[config.mk]
export PLATFORM = sky130hd
export DESIGN_NAME = move_entry
export DESIGN_NICKNAME = d
export VERILOG_FILES = /design/src/rtl/ttt_pkg.sv /design/src/rtl/btn_conditioner.sv /design/src/rtl/move_entry.sv
export SDC_FILE = /design/constraint.sdc
export NUM_CORES = 1
export LEC_CHECK = 0
export ABC_CLOCK_PERIOD_IN_PS = 2750
export BUFFER_PORTS_ARGS = -buffer_cell sky130_fd_sc_hd__buf_4
export CAP_MARGIN = 5
export CORE_ASPECT_RATIO = 0.6
export CORE_MARGIN = 1
export CORE_UTILIZATION = 40
export DETAILED_ROUTE_END_ITERATION = 10
export PLACE_DENSITY = 0.65
export SETUP_SLACK_MARGIN = 0.5
export SLEW_MARGIN = 25
export SYNTH_ARGS = -nofsm -noshare
export SYNTH_HDL_FRONTEND = slang
export SYNTH_SLANG_ARGS = --single-unit
[constraint.sdc]
create_clock -name clk -period 2.75 [get_ports clk]
set_clock_uncertainty 0.15 [all_clocks]
set_input_delay 0.55 -clock clk [delete_from_list [all_inputs] [get_ports clk]]
set_output_delay 0.55 -clock clk [all_outputs]
set_load 0.005 [all_outputs]
[src/rtl/ttt_pkg.sv]
// Shared types and helpers for the tic-tac-toe move entry block: board width,
// entry FSM state encoding and square-index to one-hot move conversion.
package ttt_pkg;

    localparam int NUM_SQUARES = 9;

    typedef logic [NUM_SQUARES-1:0] board_t;

    typedef enum logic [1:0] {
        IDLE     = 2'd0,
        CHECK    = 2'd1,
        ISSUE    = 2'd2,
        WAIT_REL = 2'd3
    } state_t;

    // Square i (row-major, 0 = top-left) maps to board bit NUM_SQUARES-1-i.
    // Indices beyond the board produce an empty move.
    function automatic board_t square_onehot(input logic [3:0] idx);
        board_t v;
        v = '0;
        for (int i = 0; i < NUM_SQUARES; i++) begin
            if (idx == 4'(i)) begin
                v[NUM_SQUARES-1-i] = 1'b1;
            end
        end
        return v;
    endfunction

endpackage

[src/rtl/btn_conditioner.sv]
// Push-button conditioning: 2-flop synchronizer, optional debouncer (macro
// DEBOUNCE_EN) and registered rising-edge detector producing a 1-cycle press.
module btn_conditioner #(
    parameter int DEBOUNCE_CYCLES = 4
) (
    input  logic clk,
    input  logic reset,
    input  logic btn,
    output logic level,
    output logic press
);

    logic       sync1;
    logic       sync2;
    logic [1:0] primed;
    logic       armed;
    logic       level_d;

    if (DEBOUNCE_CYCLES < 1) begin : g_cfg_check
        $error("DEBOUNCE_CYCLES must be at least 1");
    end

    always_ff @(posedge clk or posedge reset) begin
        if (reset) begin
            sync1 <= 1'b0;
            sync2 <= 1'b0;
        end else begin
            sync1 <= btn;
            sync2 <= sync1;
        end
    end

`ifdef DEBOUNCE_EN
    localparam int CW = (DEBOUNCE_CYCLES > 1) ? $clog2(DEBOUNCE_CYCLES) : 1;
    localparam logic [CW-1:0] CNT_LOAD = CW'(DEBOUNCE_CYCLES - 1);

    logic [CW-1:0] cnt;
    logic          level_q;

    // Down-counter restarts whenever the sample agrees with the accepted level;
    // terminal count after DEBOUNCE_CYCLES disagreeing samples flips the level.
    always_ff @(posedge clk or posedge reset) begin
        if (reset) begin
            cnt     <= '0;
            level_q <= 1'b0;
        end else if (sync2 == level_q) begin
            cnt <= CNT_LOAD;
        end else if (cnt == '0) begin
            level_q <= sync2;
            cnt     <= CNT_LOAD;
        end else begin
            cnt <= cnt - 1'b1;
        end
    end

    assign level = level_q;
`else
    assign level = sync2;
`endif

    // armed blocks presses until the synchronizer has refilled after reset and
    // shown the button released, so a button held through reset is ignored.
    always_ff @(posedge clk or posedge reset) begin
        if (reset) begin
            primed  <= 2'b00;
            armed   <= 1'b0;
            level_d <= 1'b0;
            press   <= 1'b0;
        end else begin
            primed  <= {primed[0], 1'b1};
            armed   <= armed | (primed[1] & ~sync2);
            level_d <= level;
            press   <= level & ~level_d & armed;
        end
    end

endmodule

[src/rtl/move_entry.sv]
// Move entry controller: conditions the "go" button, validates the selected
// square and hands a one-hot move plus Go strobe to the game core.
// Optional debouncing of btn_go is enabled by defining DEBOUNCE_EN.
//
// state    | meaning
// IDLE     | waiting for a press event
// CHECK    | validating registered sel against board and game status
// ISSUE    | Go strobe, xin stable
// WAIT_REL | waiting for button release; bad_move checked in first cycle
module move_entry
    import ttt_pkg::*;
#(
    parameter int DEBOUNCE_CYCLES = 4
) (
    input  logic                   clk,
    input  logic                   reset,
    input  logic [3:0]             sel,
    input  logic                   btn_go,
    input  logic [NUM_SQUARES-1:0] xin_star,
    input  logic [NUM_SQUARES-1:0] oin_star,
    input  logic                   playing_game,
    input  logic                   bad_move,
    output logic [NUM_SQUARES-1:0] xin,
    output logic                   Go,
    output logic                   entry_err,
    output logic                   busy
);

    state_t     state;
    state_t     next_state;
    logic       level;
    logic       press;
    logic [3:0] sel_q;
    logic       first_wait;
    logic       reject;

    btn_conditioner #(
        .DEBOUNCE_CYCLES(DEBOUNCE_CYCLES)
    ) u_btn (
        .clk  (clk),
        .reset(reset),
        .btn  (btn_go),
        .level(level),
        .press(press)
    );

    // Out-of-range indices give an empty one-hot, so only the range test catches them.
    always_comb begin
        reject = (sel_q > 4'd8)
               || ((square_onehot(sel_q) & (xin_star | oin_star)) != '0)
               || !playing_game;
    end

    always_ff @(posedge clk or posedge reset) begin
        if (reset) begin
            state      <= IDLE;
            sel_q      <= '0;
            xin        <= '0;
            first_wait <= 1'b0;
        end else begin
            state      <= next_state;
            first_wait <= (state == ISSUE);
            if (state == IDLE && press) begin
                sel_q <= sel;
            end
            if (state == CHECK && !reject) begin
                xin <= square_onehot(sel_q);
            end
        end
    end

    always_comb begin
        next_state = state;
        unique case (state)
            IDLE:     if (press) next_state = CHECK;
            CHECK:    next_state = reject ? WAIT_REL : ISSUE;
            ISSUE:    next_state = WAIT_REL;
            WAIT_REL: if (!level) next_state = IDLE;
            default:  next_state = IDLE;
        endcase
    end

    always_comb begin
        Go        = (state == ISSUE);
        entry_err = ((state == CHECK) && reject)
                  || ((state == WAIT_REL) && first_wait && bad_move);
        busy      = (state != IDLE);
    end

endmodule

==> impl_metrics.tcl, run 1 <==
set metrics [dict create \
    overflow 0 \
    cap_violations 0 \
    setup_viol 1 \
    period_share_pct 102 \
    end_kind "primary output" \
    design.die.area_sq_mm 0.00309 \
    clk_latency_ps 270 \
    drtAntennaViolNets 0 \
    finalInstanceArea_sq_mm 0.00164 \
    rsz0062_at_grt "true" \
    synth_edf_count 0 \
    wirelength_um 2440 \
    wl_per_cell_um 13.6 \
    dp_worst_setup_slack_ps 135 \
    final_util_pct 62.8 \
    async_flop_share_pct 100 \
    core_region_area_sq_mm 0.00261 \
    placed_cells 163 \
    grt_first_pass_wirelength_um 4070 \
    synthTopCellsByArea "dfrtp_1 (50%), mux2_4 (10%), ha_1 (5.5%)" \
    cts_buffers 3 \
    syn-instance-count 96 \
    cts-root-buf "clkbuf_8" \
    ys_types 31 \
    final_common_cell "buf_4" \
    io_pins 39 \
    start_util_pct 44.0 \
    synth-seq-area-share_pct 50.2 \
    fill_cells 204 \
    clk_pin_slew_ps 80 \
    track_usage_pct 18.0 \
    dp_hpwl_um 1820 \
    drt_iter0_markers 22 \
    syn2layout_area_growth_pct 42.7 \
    slew_headroom_pct 43.7 \
    ys.warnings.count 0 \
    final_max_slew_viol_count 0 \
    ys_seq_elements 23 \
    start_kind "flop" \
    violations "negative setup slack" \
    vias 862 \
    max-vdd-ir-drop_uv 419 \
    synth_top_area_share_pct 50.2 \
    status "finished, violations left" \
    cts_tree "built" \
    hold_viol_final 0 \
    netlist_area_sq_mm 0.00115 \
    first_global_vias 866 \
    mostFrequentLayoutCells "buf_4 (46), dfrtp_1 (19), nor2_1 (12), mux2_4 (8), inv_1 (7)" \
    diodes 0 \
    clock.fmax_mhz 358 \
    cts_sinks 23 \
    grt_max_degree 24 \
    critPathKind "reg -> out" \
    crit_fanout 4 \
    power_density_mw_per_mm2 989 \
    fp.dieW_um 71.1 \
    synth_nets 128 \
    gp_congestion 0.794 \
    synth_area_leader_cell "dfrtp_1" \
    vias_per_cell 4.82 \
    clockBufferDepth 2 \
    antenna_found_initial 0 \
    drive_gt1_share_pct 53.7 \
    place_area_sq_mm 0.00146 \
    tightest_slew_ps 844 \
    total_power_uw 1620 \
    syn_avg_cell_area_sq_um 12.0 \
    portBuffers 38 \
    fin_crit_ps 2800 \
    setup_slack_ps -46.2 \
    drc 0 \
    fp-row-count 14 \
    p_leak_uw 0.000826 \
    synth-main-ff-cell "dfrtp_1" \
    stdcell_count 179 \
    fin_nets 180 \
    h-tree-depth 1 \
    die_h_um 43.5 \
    min_path_type "reg -> reg" \
    critical_path_arrival_ps 2100 \
    cp.required_ps 2050 \
    first_pass_iters 6 \
]
power by group:
part	switching (uW)	total (uW)	internal, uW	leakage (uW)
sequential	113	580	467	0.000282
clock	108	210	102	0.0000217
combinational	326	830	504	0.000522
total	547	1620	1070	0.000826
worst max-delay path, cell delays in order, from the launching register on:
cell and delay, ps:
dfrtp_2 430, or3_4 390, o31a_1 310, nor4b_4 230, a21boi_1 120, a31o_2 240
buf_6 110
metrics by stage:
stage / TNS (ps) / hold slack, ps
finish: -46.2 / 208
global route: -116 / 216
CTS: -87.3 / 214
detailed placement: 0 / 194
global placement: 0 / 183
floorplan: 0 / 181
sequential cells by signal, indices dropped and copies added (netlist names):
| name | count |
|---|---|
| u_btn.primed | 2 |
| u_btn.level | 1 |
| first_wait | 1 |
| u_btn.sync1 | 1 |
| state | 2 |
| u_btn.press | 1 |
| u_btn.armed | 1 |
| xin | 9 |
| u_btn.level_d | 1 |
| sel_q | 4 |
synthesized netlist by cell type (all sizes together), types with 2 or more instances:
cell     instances
nor4             2
nor4b            3
dfrtp           23
mux2            12
buf              3
nand2            4
inv              7
a2bb2oi          2
o21ai            3
ha               5
nor3             4
nor2            12
what timing repair did:
action	in CTS	in global routing
pin swaps	1	5
hold buffers	0	0
buffers inserted	11	1
endpoints found under the setup margin	9	10
gates resized for setup	13	0
endpoints found under the hold margin	0	0
cloned	0	0
final cells by class:
type,count,area (sq um),share of cell area (%)
clock inverter,1,7.51,0.458
sequential,23,581,35.4
multi-input combinational,63,552,33.7
tap,32,40.0,2.44
timing repair buffer,50,390,23.8
inverter,7,26.3,1.60
clock buffer,3,41.3,2.52
cells by family after synthesis:
| kind of cell | count (synthesis) | share of synthesized area [%] |
|---|---|---|
| and+or+nand+nor | 33 | 18.0 |
| DFF | 23 | 50.2 |
| muxes | 13 | 15.3 |
| AOI/OAI and AO/OA | 11 | 7.20 |
| buffers and inverters | 10 | 3.60 |
| adders and majority gates | 5 | 5.45 |
| other | 1 | 0.327 |
worst paths after layout:
path                             start          end  slack [ps]  cells after the start
min in group asynchronous        reset       xin[2]         300                      2
min reg2reg                u_btn.sync1  u_btn.level         210                      0
min                        u_btn.sync1  u_btn.level         210                      0
max                           sel_q[1]    entry_err         -50                      6
max in group asynchronous        reset     sel_q[1]        1570                      2
max reg2reg                   sel_q[2]       xin[2]         430                      8
routing by layer:
metal / GRT usage, % / wire [um] / vias to the layer above
li1: - / - / 435
met1: 24.7 / 1230 / 405
met2: 27.8 / 1100 / 20
met3: 6.05 / 99 / 2
met4: 4.40 / 8 / 0
met5: 0 / 0 / -
Note: power is estimated with default switching activity, not from simulation.
==> run 2: changes to the inputs <==
- CTS_CLUSTER_DIAMETER: default -> 200
- PLACE_DENSITY: 0.65 -> default
- PLACE_DENSITY_LB_ADDON: default -> 0.2
==> impl_metrics.tcl, run 2 (synthesis results as in run 1) <==
set metrics [dict create \
    status "finished, violations left" \
    violations "design-rule violations, negative setup slack" \
    critPathSlowestCell "or4_1" \
    reg.largest.list "xin x9, sel_q x4" \
    io_pins 39 \
    fin_crit_ps 2790 \
    min_path_type "reg -> reg" \
    crit_chain "or4_1 -> o32ai_2 -> nor4b_4 -> a21boi_1 -> a31o_2 -> buf_6" \
    antenna_found_initial 0 \
    portBuffers 38 \
    first_global_vias 900 \
    seqCellArea_sq_um 579 \
    critical_path_arrival_ps 2090 \
    cp.required_ps 2050 \
    syn2layout_area_growth_pct 43.8 \
    die_h_um 43.5 \
    grt_first_pass_wirelength_um 4330 \
    cts_tree "built" \
    vias_per_cell 5.12 \
    cap_violations 0 \
    crit_fanout 10 \
    hold_viol_final 0 \
    end_kind "primary output" \
    fill_cells 219 \
    wl_per_cell_um 15.1 \
    mostFrequentLayoutCells "buf_4 (48), dfrtp_1 (20), nor2_1 (12), mux2_4 (8), inv_1 (7)" \
    clk_pin_slew_ps 80 \
    p_leak_uw 0.000836 \
    final_max_slew_viol_count 0 \
    clock.fmax_mhz 358 \
    multi_input_area_sq_um 568 \
    max_flop_register "xin" \
    fin_nets 181 \
    max-vdd-ir-drop_uv 366 \
    drc 4 \
    first_pass_iters 7 \
    slew_headroom_pct 42.3 \
    vias 922 \
    fp.dieW_um 71.1 \
    cts-root-buf "clkbuf_8" \
    drive_gt1_share_pct 54.1 \
    dp_hpwl_um 1860 \
    wirelength_um 2720 \
    drtAntennaViolNets 0 \
    drt_iter0_markers 55 \
    critPathKind "reg -> out" \
    final_common_cell "buf_4" \
    rsz0062_at_grt "true" \
    cts_buffers 3 \
    start_util_pct 44.0 \
    hold_slack_ps 206 \
    final_util_pct 63.2 \
    overflow 0 \
    setup_slack_ps -43.0 \
    setup_viol 1 \
    design.die.area_sq_mm 0.00309 \
    fp-row-count 14 \
    cts_sinks 23 \
    clockBufferDepth 2 \
    tightest_slew_ps 865 \
    cts_hold_buf 0 \
    grt_max_degree 24 \
    diodes 0 \
    start_kind "flop" \
    clk_latency_ps 270 \
    track_usage_pct 19.4 \
    period_share_pct 102 \
    slowest_delay_ps 560 \
    core_region_area_sq_mm 0.00261 \
    largest_reg_flops 9 \
    h-tree-depth 1 \
    power_density_mw_per_mm2 1010 \
    gp_congestion 0.829 \
]
-- run 2: through the flow --
stage | instances | TNS (ps) | area (sq um) | power (uW) | setup WS, ps
6_report | 180 | -43.0 | 1650 | 1670 | -43.0
5_1_grt | 180 | -164 | 1650 | 1790 | -164
4_1_cts | 179 | -61.1 | 1630 | 1630 | -61.1
3_5_place_dp | 163 | 0 | 1460 | 1250 | 135
3_3_place_gp | 163 | 0 | 1460 | 1220 | 178
2_1_floorplan | 96 | 0 | 1150 | 1010 | 358
-- run 2: power by group --
group	internal [uW]	total [uW]	switching (uW)
registers	465	579	114
logic	515	876	361
clock network	103	215	113
total	1080	1670	587
-- run 2: critical path, delay by kind of cell, from the launching register on --
kind | cells | cell delay [ps]
AOI/OAI and AO/OA | 3 | 580
buffers and inverters | 1 | 90
DFF | 1 | 500
and+or+nand+nor | 2 | 660
-- run 2: layout make-up --
cell class	count	share of cell area, %
Inverter	7	1.59
Sequential cell	23	35.1
Multi-Input combinational cell	63	34.4
Clock inverter	1	0.455
Tap cell	32	2.43
Clock buffer	3	2.50
Timing Repair Buffer	51	23.5
-- run 2: what timing repair did --
action	CTS	global route
endpoints found under the setup margin	9	10
resized for setup	9	2
pin swaps	2	3
buffers inserted	12	1
-- run 2: path summary, 6_finish.rpt --
path,slack [ps],depth (start not counted),endpoint,startpoint
worst max-delay path,-40,6,entry_err,sel_q[3]
worst min-delay path,210,0,u_btn.level,u_btn.sync1
worst max register to register,360,7,xin[3],sel_q[3]
worst min register to register,210,0,u_btn.level,u_btn.sync1
max in group asynchronous,1550,2,sel_q[0],reset
min in group asynchronous,310,2,xin[8],reset
-- run 2: metal layers --
metal	part of all wire (%)	wire, um	global-route usage [%]	up-vias
li1	-	-	-	439
met1	49	1330	26.8	452
met2	45	1220	29.9	27
met3	5.2	141	5.81	4
met4	0.74	20	6.00	0
met5	0	0	0	-
